<file path="src/rtl/flat_array_shift_queue_pkg.sv">
// Shared types and sizing helpers for the flat-array shift queue.
// Each slot receives one operation code per clock edge.
package flat_array_shift_queue_pkg;

    typedef enum logic [1:0] {
        SLOT_HOLD      = 2'd0,
        SLOT_LOAD_NEXT = 2'd1,
        SLOT_LOAD_PUSH = 2'd2,
        SLOT_CLEAR     = 2'd3
    } slot_op_e;

    // The count has to represent 0..entries inclusive.
    function automatic int count_width(input int entries);
        return $clog2(entries + 1);
    endfunction

endpackage

</file>
<file path="src/rtl/flat_array_shift_queue_if.sv">
// Push/pop handshake and flat-array status bundle for the shift queue.
// The slave modport is the queue; the master modport is the producer/consumer side.
interface flat_array_shift_queue_if
    import flat_array_shift_queue_pkg::*;
#(
    parameter int ARRAY_SIZE  = 4,
    parameter int SIGNAL_SIZE = 8
);

    localparam int COUNT_W = count_width(ARRAY_SIZE);

    logic                              flush;
    logic                              push_valid;
    logic [SIGNAL_SIZE-1:0]            push_data;
    logic                              push_ready;
    logic                              pop_valid;
    logic                              pop_ready;
    logic [SIGNAL_SIZE-1:0]            pop_data;
    logic [SIGNAL_SIZE*ARRAY_SIZE-1:0] entries_flat;
    logic [ARRAY_SIZE-1:0]             valid_mask;
    logic [COUNT_W-1:0]                count;

    modport slave (
        input  flush,
        input  push_valid,
        input  push_data,
        input  pop_ready,
        output push_ready,
        output pop_valid,
        output pop_data,
        output entries_flat,
        output valid_mask,
        output count
    );

    modport master (
        output flush,
        output push_valid,
        output push_data,
        output pop_ready,
        input  push_ready,
        input  pop_valid,
        input  pop_data,
        input  entries_flat,
        input  valid_mask,
        input  count
    );

endinterface

</file>
<file path="src/rtl/flat_array_shift_queue_slot.sv">
// One queue entry: a SIGNAL_SIZE register that can take its upper neighbour,
// the push data, zero, or hold, as selected by the queue control.
module flat_array_shift_queue_slot
    import flat_array_shift_queue_pkg::*;
#(
    parameter int SIGNAL_SIZE = 8
) (
    input  logic                   clock,
    input  logic                   reset,
    input  slot_op_e               op_i,
    input  logic [SIGNAL_SIZE-1:0] next_i,
    input  logic [SIGNAL_SIZE-1:0] push_i,
    output logic [SIGNAL_SIZE-1:0] data_o
);

    logic [SIGNAL_SIZE-1:0] data_q;
    logic [SIGNAL_SIZE-1:0] data_d;

    always_comb begin
        data_d = data_q;
        unique case (op_i)
            SLOT_HOLD:      data_d = data_q;
            SLOT_LOAD_NEXT: data_d = next_i;
            SLOT_LOAD_PUSH: data_d = push_i;
            SLOT_CLEAR:     data_d = '0;
        endcase
    end

    always_ff @(posedge clock) begin
        if (reset) begin
            data_q <= '0;
        end else begin
            data_q <= data_d;
        end
    end

    assign data_o = data_q;

endmodule

</file>
<file path="src/rtl/flat_array_shift_queue.sv">
// In-order shift queue with the oldest entry at index 0 and every entry exposed
// on a flat bus for the decode/issue windows downstream.
`ifndef FLAT_ARRAY_MACROS
`define FLAT_ARRAY_MACROS
`define ARRAY(name, width, size) logic [(width)-1:0] name [(size)]
`define FLAT_ARRAY(name, width, size) logic [(width)*(size)-1:0] name
`define FLAT_EQUALS_NORMAL(flat, normal, width, size) \
    generate for (flatten_i = 0; flatten_i < (size); flatten_i = flatten_i + 1) begin : g_flatten \
        assign flat[flatten_i*(width) +: (width)] = normal[flatten_i]; \
    end endgenerate
`define NORMAL_EQUALS_FLAT(normal, flat, width, size) \
    generate for (flatten_i = 0; flatten_i < (size); flatten_i = flatten_i + 1) begin : g_unflatten \
        assign normal[flatten_i] = flat[flatten_i*(width) +: (width)]; \
    end endgenerate
`endif

module flat_array_shift_queue
    import flat_array_shift_queue_pkg::*;
#(
    parameter int ARRAY_SIZE  = 4,
    parameter int SIGNAL_SIZE = 8
) (
    input  logic                      clock,
    input  logic                      reset,
    flat_array_shift_queue_if.slave   q_if
);

    localparam int                 COUNT_W    = count_width(ARRAY_SIZE);
    localparam logic [COUNT_W-1:0] FULL_COUNT = COUNT_W'(ARRAY_SIZE);

    logic [COUNT_W-1:0]    count_q;
    logic [COUNT_W-1:0]    count_d;
    logic                  push_ready;
    logic                  pop_valid;
    logic                  push_fire;
    logic                  pop_fire;
    logic [ARRAY_SIZE-1:0] valid_mask;

    `ARRAY(entries, SIGNAL_SIZE, ARRAY_SIZE);
    `FLAT_ARRAY(entries_flat, SIGNAL_SIZE, ARRAY_SIZE);
    genvar flatten_i;

    // A full queue still accepts a push when the head leaves in the same cycle.
    assign push_ready = (count_q < FULL_COUNT) | q_if.pop_ready;
    assign pop_valid  = (count_q != '0);
    assign push_fire  = q_if.push_valid & push_ready;
    assign pop_fire   = pop_valid & q_if.pop_ready;

    always_comb begin
        count_d = count_q;
        if (q_if.flush) begin
            count_d = '0;
        end else if (push_fire && !pop_fire) begin
            count_d = count_q + COUNT_W'(1);
        end else if (pop_fire && !push_fire) begin
            count_d = count_q - COUNT_W'(1);
        end
    end

    always_ff @(posedge clock) begin
        if (reset) begin
            count_q <= '0;
        end else begin
            count_q <= count_d;
        end
    end

    for (genvar i = 0; i < ARRAY_SIZE; i++) begin : g_slot
        localparam logic [COUNT_W-1:0] SLOT_IDX = COUNT_W'(i);
        localparam logic [COUNT_W-1:0] SLOT_END = COUNT_W'(i + 1);

        logic [SIGNAL_SIZE-1:0] next_data;
        slot_op_e               op;

        if (i == ARRAY_SIZE - 1) begin : g_tail
            assign next_data = '0;
        end else begin : g_body
            assign next_data = entries[i+1];
        end

        // Slots past the tail are zero, so shifting every slot on a pop also clears the vacated one.
        always_comb begin
            op = SLOT_HOLD;
            if (q_if.flush) begin
                op = SLOT_CLEAR;
            end else if (pop_fire) begin
                if (push_fire && (count_q == SLOT_END)) begin
                    op = SLOT_LOAD_PUSH;
                end else begin
                    op = SLOT_LOAD_NEXT;
                end
            end else if (push_fire && (count_q == SLOT_IDX)) begin
                op = SLOT_LOAD_PUSH;
            end
        end

        flat_array_shift_queue_slot #(
            .SIGNAL_SIZE (SIGNAL_SIZE)
        ) u_slot (
            .clock  (clock),
            .reset  (reset),
            .op_i   (op),
            .next_i (next_data),
            .push_i (q_if.push_data),
            .data_o (entries[i])
        );

        assign valid_mask[i] = (count_q > SLOT_IDX);
    end

    `FLAT_EQUALS_NORMAL(entries_flat, entries, SIGNAL_SIZE, ARRAY_SIZE)

    assign q_if.push_ready   = push_ready;
    assign q_if.pop_valid    = pop_valid;
    assign q_if.pop_data     = entries[0];
    assign q_if.entries_flat = entries_flat;
    assign q_if.valid_mask   = valid_mask;
    assign q_if.count        = count_q;

endmodule

</file>
<file path="src/flat_wrapper.sv">
// flat-port wrapper written by rule: the top's interface ports become plain ports
module flat_array_shift_queue_flat import flat_array_shift_queue_pkg::*;
#(
    parameter int ARRAY_SIZE  = 4,
    parameter int SIGNAL_SIZE = 8
)
  (clock, reset, q_if_flush, q_if_push_valid, q_if_push_data, q_if_pop_ready, q_if_push_ready, q_if_pop_valid, q_if_pop_data, q_if_entries_flat, q_if_valid_mask, q_if_count);
  flat_array_shift_queue_if #(.ARRAY_SIZE(ARRAY_SIZE), .SIGNAL_SIZE(SIGNAL_SIZE)) q_if_i ();
  input  logic clock;
  input  logic reset;
  input wire logic [$bits(q_if_i.flush)-1:0] q_if_flush;
  input wire logic [$bits(q_if_i.push_valid)-1:0] q_if_push_valid;
  input wire logic [$bits(q_if_i.push_data)-1:0] q_if_push_data;
  input wire logic [$bits(q_if_i.pop_ready)-1:0] q_if_pop_ready;
  output wire logic [$bits(q_if_i.push_ready)-1:0] q_if_push_ready;
  output wire logic [$bits(q_if_i.pop_valid)-1:0] q_if_pop_valid;
  output wire logic [$bits(q_if_i.pop_data)-1:0] q_if_pop_data;
  output wire logic [$bits(q_if_i.entries_flat)-1:0] q_if_entries_flat;
  output wire logic [$bits(q_if_i.valid_mask)-1:0] q_if_valid_mask;
  output wire logic [$bits(q_if_i.count)-1:0] q_if_count;
  assign q_if_i.flush = q_if_flush;
  assign q_if_i.push_valid = q_if_push_valid;
  assign q_if_i.push_data = q_if_push_data;
  assign q_if_i.pop_ready = q_if_pop_ready;
  assign q_if_push_ready = q_if_i.push_ready;
  assign q_if_pop_valid = q_if_i.pop_valid;
  assign q_if_pop_data = q_if_i.pop_data;
  assign q_if_entries_flat = q_if_i.entries_flat;
  assign q_if_valid_mask = q_if_i.valid_mask;
  assign q_if_count = q_if_i.count;
  flat_array_shift_queue #(.ARRAY_SIZE(ARRAY_SIZE), .SIGNAL_SIZE(SIGNAL_SIZE)) u_core (.clock(clock), .reset(reset), .q_if(q_if_i));
endmodule
</file>
<file path="config.mk">
export PLATFORM = sky130hd
export DESIGN_NAME = flat_array_shift_queue_flat
export DESIGN_NICKNAME = d
export VERILOG_FILES = /design/src/rtl/flat_array_shift_queue_pkg.sv /design/src/rtl/flat_array_shift_queue_if.sv /design/src/rtl/flat_array_shift_queue_slot.sv /design/src/rtl/flat_array_shift_queue.sv /design/src/flat_wrapper.sv
export SDC_FILE = /design/constraint.sdc
export NUM_CORES = 1
export LEC_CHECK = 0
export CELL_PAD_IN_SITES_DETAIL_PLACEMENT = 1
export CELL_PAD_IN_SITES_GLOBAL_PLACEMENT = 2
export CORE_MARGIN = 3
export CORE_UTILIZATION = 26
export CTS_CLUSTER_SIZE = 40
export DETAILED_ROUTE_END_ITERATION = 10
export PLACE_DENSITY = 0.9
export SYNTH_ARGS = -nofsm -noshare
export SYNTH_HDL_FRONTEND = slang
export SYNTH_SLANG_ARGS = --single-unit
</file>
<file path="constraint.sdc">
create_clock -name clock -period 2.6 [get_ports clock]
set_clock_uncertainty 0.1 [all_clocks]
set_input_delay 0.26 -clock clock [delete_from_list [all_inputs] [get_ports clock]]
set_output_delay 0.26 -clock clock [all_outputs]
set_load 0.05 [all_outputs]
</file>
==> impl_metrics.ini, run 1 <==
[setup_path]
cp-start-kind = flop
crit_arrival_ns = 2.12
critPathMaxFanout = 6
end_kind = primary output
r2r_start = u_core.q_if.count[0]$_SDFFE_PP0P_
crit_chain = inv_1, ha_1, o21ai_0, clkdlybuf4s50_1
rrSetupSlack_ns = 0.39
critPathMaxStageDelay_ns = 0.84
reg2reg_to = u_core.q_if.count[2]$_SDFFE_PP0P_
required_ns = 2.24
rr_worst_depth = 9
cp_slowest_cell = clkdlybuf4s50_1
path_class = reg2out

[route]
viasPerCell = 5.139
firstDrtPassIters = 4
drtIter0Drc = 56
routed_wl_um = 5070
wire_per_inst_um = 16.41
ant_nets = 0
drc = 0
vias = 1588

[yosys]
synth_flop_cell = dfxtp_1
ys_warn_count = 0
synthAdderAreaFrac = 0.04389
synthSimpleGateAreaFrac = 0.1544
synth_xor_area_frac = 0.01024
yosysTopAreaCell = dfxtp_1
yosysMostFrequentCell = dfxtp_1
synth-edff-count = 0
yosysUniqueCellTypes = 37
synth-seq-area-share = 0.4097
synth_commonest_cells = dfxtp_1 (35), nor2_1 (24), o221a_2 (13)
synthMuxAreaShare = 0.01902
synth_top_area_share = 0.4097
synth-seq-cells = 35
postSynthCellCount = 176
synthesis.nets = 195
synth.area.top_cells = dfxtp_1 (41%), o221a_2 (8.6%), nor2_1 (5.3%)
synth_top_family_by_area = compound AO/OA/AOI/OAI gates
async_flop_share = 0
synthesis.area_um2 = 1710
avgSynthCellArea_um2 = 9.718
synth_compound_area_frac = 0.3007

[timing]
slew_headroom = 0.6490
drv_slew = 0
period_share = 0.9520
setup_viol = 0
whs_ns = 0.4061
finalSetupTns_ns = 0
finalHoldViolCount = 0
rsz0062_at_grt = no
worst_pin_slew_ns = 0.5248
fmax_mhz = 404.0
period_needed_ns = 2.475

[worst_hold_path]
min_to = u_core.g_slot[0].u_slot.data_o[7]$_SDFFE_PP0P_
hold_path_depth = 2
hold_start = u_core.g_slot[0].u_slot.data_o[7]$_SDFFE_PP0P_
hold_class = reg2reg

[cells_and_area]
syn_to_final_growth_pct = 43.09
drive_gt1_frac = 0.1667
postLayoutCoreUtil = 0.3992
final_nets = 252
fin_cells = 309
fillCellCount = 700
final_area_um2 = 2447
diodes = 0

[placed_design]
portBuffers = 61
place_area_um2 = 2345
gp_congestion = 0.7700
dp_hpwl_um = 4038
dp.cells = 301

[clock_network]
cts_buffer_depth = 2
cts.sinks = 35
cts-hold-fix-buffers = 0
cts_buffers = 5
cts_tree = built
cts_max_level = 2
post_cts_buffers = 0
clk_latency_ns = 0.29
clkTransAtPathRegs_ns = 0.07
cts-root-buf = clkbuf_8

[floorplan]
coreArea_um2 = 6131
ios = 62
start_util = 0.2790
die-area_um2 = 7587
std_cell_rows = 28
die_y_um = 87.11
die_w_um = 87.11

[global_route]
grt_use_total = 0.1405
grt.overflow.total = 0
first_global_vias = 1578
grt_max_degree = 12
grt_pass1_wl_um = 8280
antenna_found_initial = 0

[pwr]
power_density_nw_per_um2 = 678.2
power_leakage_nw = 0.9385
peakVddDrop_v = 0.0003158

[run]
cap_violations = 0

[status]
status = finished clean
## cells by family after synthesis
group	count (synthesis)
XOR/XNOR	2
AND/OR/NAND/NOR	52
adder cells (fa/ha/maj)	6
flip-flops	35
AO/OA/AOI/OAI	60
buffers and inverters	18
multiplexers	3
## worst max-delay path: cells and delay by family (launching register included)
kind | cells | cell delay [ns]
compound gates | 1 | 0.20
fa+ha+maj | 1 | 0.25
buf+inv | 2 | 0.96
flops | 1 | 0.41
## flip-flops by register name, indices dropped and copies added, names as in the netlist
name                         cells
u_core.q_if.count                3
u_core.g_slot.u_slot.data_o     32
## how the worst max path moves through the flow
stage                                       from  depth (start not counted)                                end  slack (ns)
3_3_place_gp   u_core.q_if.count[1]$_SDFFE_PP0P_                          4                 q_if_valid_mask[1]        0.42
4_1_cts        u_core.q_if.count[2]$_SDFFE_PP0P_                          4                 q_if_valid_mask[3]         0.1
2_1_floorplan  u_core.q_if.count[0]$_SDFFE_PP0P_                          9  u_core.q_if.count[2]$_SDFFE_PP0P_       -0.02
3_5_place_dp   u_core.q_if.count[0]$_SDFFE_PP0P_                          9  u_core.q_if.count[2]$_SDFFE_PP0P_        0.40
5_1_grt        u_core.q_if.count[1]$_SDFFE_PP0P_                          4                 q_if_valid_mask[1]        0.02
6_report       u_core.q_if.count[1]$_SDFFE_PP0P_                          4                 q_if_valid_mask[1]        0.12
## layout make-up
class,instances,area [um2],share of cell area
Timing Repair Buffer,64,628.1,0.2566
Sequential cell,35,700.7,0.2863
Tap cell,75,93.84,0.03834
Inverter,4,15.01,0.006135
Clock buffer,8,100.1,0.04090
Multi-Input combinational cell,123,909.6,0.3717
## routing by layer
layer | global-route usage | part of all wire
met1 | 0.1910 | 0.46
met5 | 0 | 0
met4 | 0.03068 | 0.0089
met2 | 0.2229 | 0.47
met3 | 0.03784 | 0.059
## cell usage in the layout, fill, tap and decap left out, types with 2 or more instances in the layout
| cell type | Yosys | layout |
|---|---|---|
| nor3_1 | 8 | 8 |
| o221a_1 | 3 | 3 |
| a22o_1 | 8 | 8 |
| nor2_2 | 2 | 2 |
| o21a_1 | 10 | 10 |
| nand2b_1 | 2 | 2 |
| o221a_2 | 13 | 13 |
| o21ai_0 | 3 | 2 |
| nand2_1 | 4 | 4 |
| nand3_1 | 2 | 2 |
| a21oi_1 | 9 | 9 |
| xor2_1 | 2 | 2 |
| nor2_1 | 24 | 24 |
| clkdlybuf4s50_1 | 0 | 57 |
| buf_4 | 9 | 6 |
| ha_1 | 6 | 6 |
| inv_1 | 3 | 3 |
| nor2b_1 | 3 | 2 |
| nor2b_2 | 1 | 2 |
| clkbuf_8 | 0 | 7 |
| mux2_2 | 2 | 2 |
| dfxtp_1 | 35 | 35 |
| a221oi_1 | 8 | 8 |
## what timing repair did
| item | 4_1_cts | 5_1_grt |
|---|---|---|
| hold endpoints to repair | 0 | 0 |
| gates resized for setup | 0 | 1 |
| endpoints found under the setup margin | 0 | 1 |
## where the power goes
group          switching (mW)  total [mW]  internal, mW
clock network           0.187       0.429         0.242
registers              0.0382       0.614         0.576
logic                   0.400       0.617         0.217
## through the flow
step / power (mW) / setup slack, ns
after global routing: 1.749 / 0.02143
final: 1.660 / 0.1249
after detailed placement: 1.247 / 0.3969
after floorplan: 1.061 / -0.01863
after CTS: 1.679 / 0.09854
after global placement: 1.240 / 0.4216
Power figures use the tool's default switching activity.
==> inputs of run 2 (changes only) <==
Settings changed: PLACE_DENSITY 0.9 to 0.89.
==> run 2 against run 1 <==
  * Cell count is the same
  * Via count shrank 2.5%
  * Die area is the same
  * Clock power grew 1%
  * Routed wire length grew 1.7%
  * Critical endpoint is now q_if_valid_mask[3]
==> impl_metrics.ini, run 2 (synthesis results as in run 1) <==
[cells_and_area]
diodes = 0
syn_to_final_growth_pct = 43.09
seqCellArea_um2 = 700.7
drive_gt1_frac = 0.1667
final_common_cell = clkdlybuf4s50_1
postLayoutCoreUtil = 0.3992
final_nets = 252
fillCellCount = 708
multiInputGateArea_um2 = 909.6
layout_common_cells = clkdlybuf4s50_1 (57), dfxtp_1 (35), nor2_1 (24)
largest_reg_flops = 32
fin_cells = 309

[placed_design]
gp_congestion = 0.7814
dp_hpwl_um = 4011
dp.cells = 301
portBuffers = 61

[setup_path]
critPathMaxFanout = 9
cp_slowest_cell = clkdlybuf4s50_1
critPathMaxStageDelay_ns = 0.80
path_class = reg2out
crit_arrival_ns = 2.13
cp-start-kind = flop
required_ns = 2.24
crit_chain = inv_1, ha_1, nor2b_2, clkdlybuf4s50_1
end_kind = primary output

[clock_network]
clkTransAtPathRegs_ns = 0.07
cts_max_level = 2
cts_buffer_depth = 2
clk_latency_ns = 0.28
cts_buffers = 5
cts.sinks = 35
cts_resized = 0
cts-hold-fix-buffers = 0
cts_tree = built
cts-root-buf = clkbuf_8
post_cts_buffers = 0

[route]
ant_nets = 0
viasPerCell = 5.010
routed_wl_um = 5156
wire_per_inst_um = 16.69
vias = 1548
drtIter0Drc = 119
firstDrtPassIters = 6
drc = 0

[floorplan]
std_cell_rows = 28
die_y_um = 87.11
coreArea_um2 = 6131
start_util = 0.2790
die-area_um2 = 7587
ios = 62
die_w_um = 87.11

[global_route]
first_global_vias = 1615
grt_use_total = 0.1421
grt_pass1_wl_um = 8487
grt.overflow.total = 0
grt_max_degree = 12
antenna_found_initial = 0

[timing]
slew_headroom = 0.6608
fmax_mhz = 401.6
worst_pin_slew_ns = 0.5072
finalHoldViolCount = 0
period_needed_ns = 2.490
finalSetupTns_ns = 0
rsz0062_at_grt = no
setup_viol = 0
whs_ns = 0.4081
drv_slew = 0
period_share = 0.9577

[pwr]
power_density_nw_per_um2 = 680.7
peakVddDrop_v = 0.0002493
power_leakage_nw = 0.9357

[worst_hold_path]
hold_class = reg2reg

[run]
cap_violations = 0

[status]
status = finished clean
==> run 2: cell counts in the layout (fill, tap and decap cells not counted) <==
No cell type changed its count.
==> run 2: critical path, delay by kind of cell, from the launching register on <==
| kind | cells | cell delay [ns] |
|---|---|---|
| adder cells (fa/ha/maj) | 1 | 0.28 |
| buffers and inverters | 2 | 0.94 |
| flip-flops | 1 | 0.51 |
| AND/OR/NAND/NOR | 1 | 0.12 |
==> run 2: metal layers <==
metal  vias to the layer above  routed length [um]  GRT usage
met5                         -                   0          0
met4                         0                  21    0.03068
met3                         4                 225    0.03690
met2                        46                2308     0.2174
met1                       724                2600     0.2010
li1                        774                   -          -
==> run 2: where the power goes <==
| part | switching, mW | total, mW | internal [mW] |
|---|---|---|---|
| sequential | 0.0388 | 0.615 | 0.576 |
| combinational | 0.401 | 0.617 | 0.216 |
| clock | 0.192 | 0.434 | 0.242 |
| total | 0.632 | 1.67 | 1.03 |
==> run 2: final timing paths <==
check,from,slack [ns],depth (start not counted),to
worst max register to register,u_core.q_if.count[0]$_SDFFE_PP0P_,0.35,9,u_core.q_if.count[2]$_SDFFE_PP0P_
worst max-delay path,u_core.q_if.count[2]$_SDFFE_PP0P_,0.11,4,q_if_valid_mask[3]
worst min-delay path,u_core.g_slot[0].u_slot.data_o[3]$_SDFFE_PP0P_,0.41,2,u_core.g_slot[0].u_slot.data_o[3]$_SDFFE_PP0P_
worst min register to register,u_core.g_slot[0].u_slot.data_o[3]$_SDFFE_PP0P_,0.41,2,u_core.g_slot[0].u_slot.data_o[3]$_SDFFE_PP0P_
==> run 2: metrics by stage <==
| stage | cell area, um2 | worst slack [ns] | power, mW |
|---|---|---|---|
| floorplan | 1717 | -0.01863 | 1.061 |
| global placement | 2345 | 0.4275 | 1.242 |
| detailed placement | 2345 | 0.3723 | 1.248 |
| CTS | 2445 | 0.06766 | 1.682 |
| global route | 2447 | 0.0008040 | 1.753 |
| finish | 2447 | 0.1099 | 1.666 |
==> run 2: cell type report <==
cell class / count / share of cell area
clock buffers: 8 / 0.04090
inverters: 4 / 0.006135
multi-input cells: 123 / 0.3717
flip-flops and latches: 35 / 0.2863
well taps: 75 / 0.03834
repair buffers: 64 / 0.2566
==> inputs of run 3 (changes only) <==
Settings changed: GPL_ROUTABILITY_DRIVEN set to 0.
==> results of run 3 <==
Final layout, timing and power as in run 2 (identical DEF).
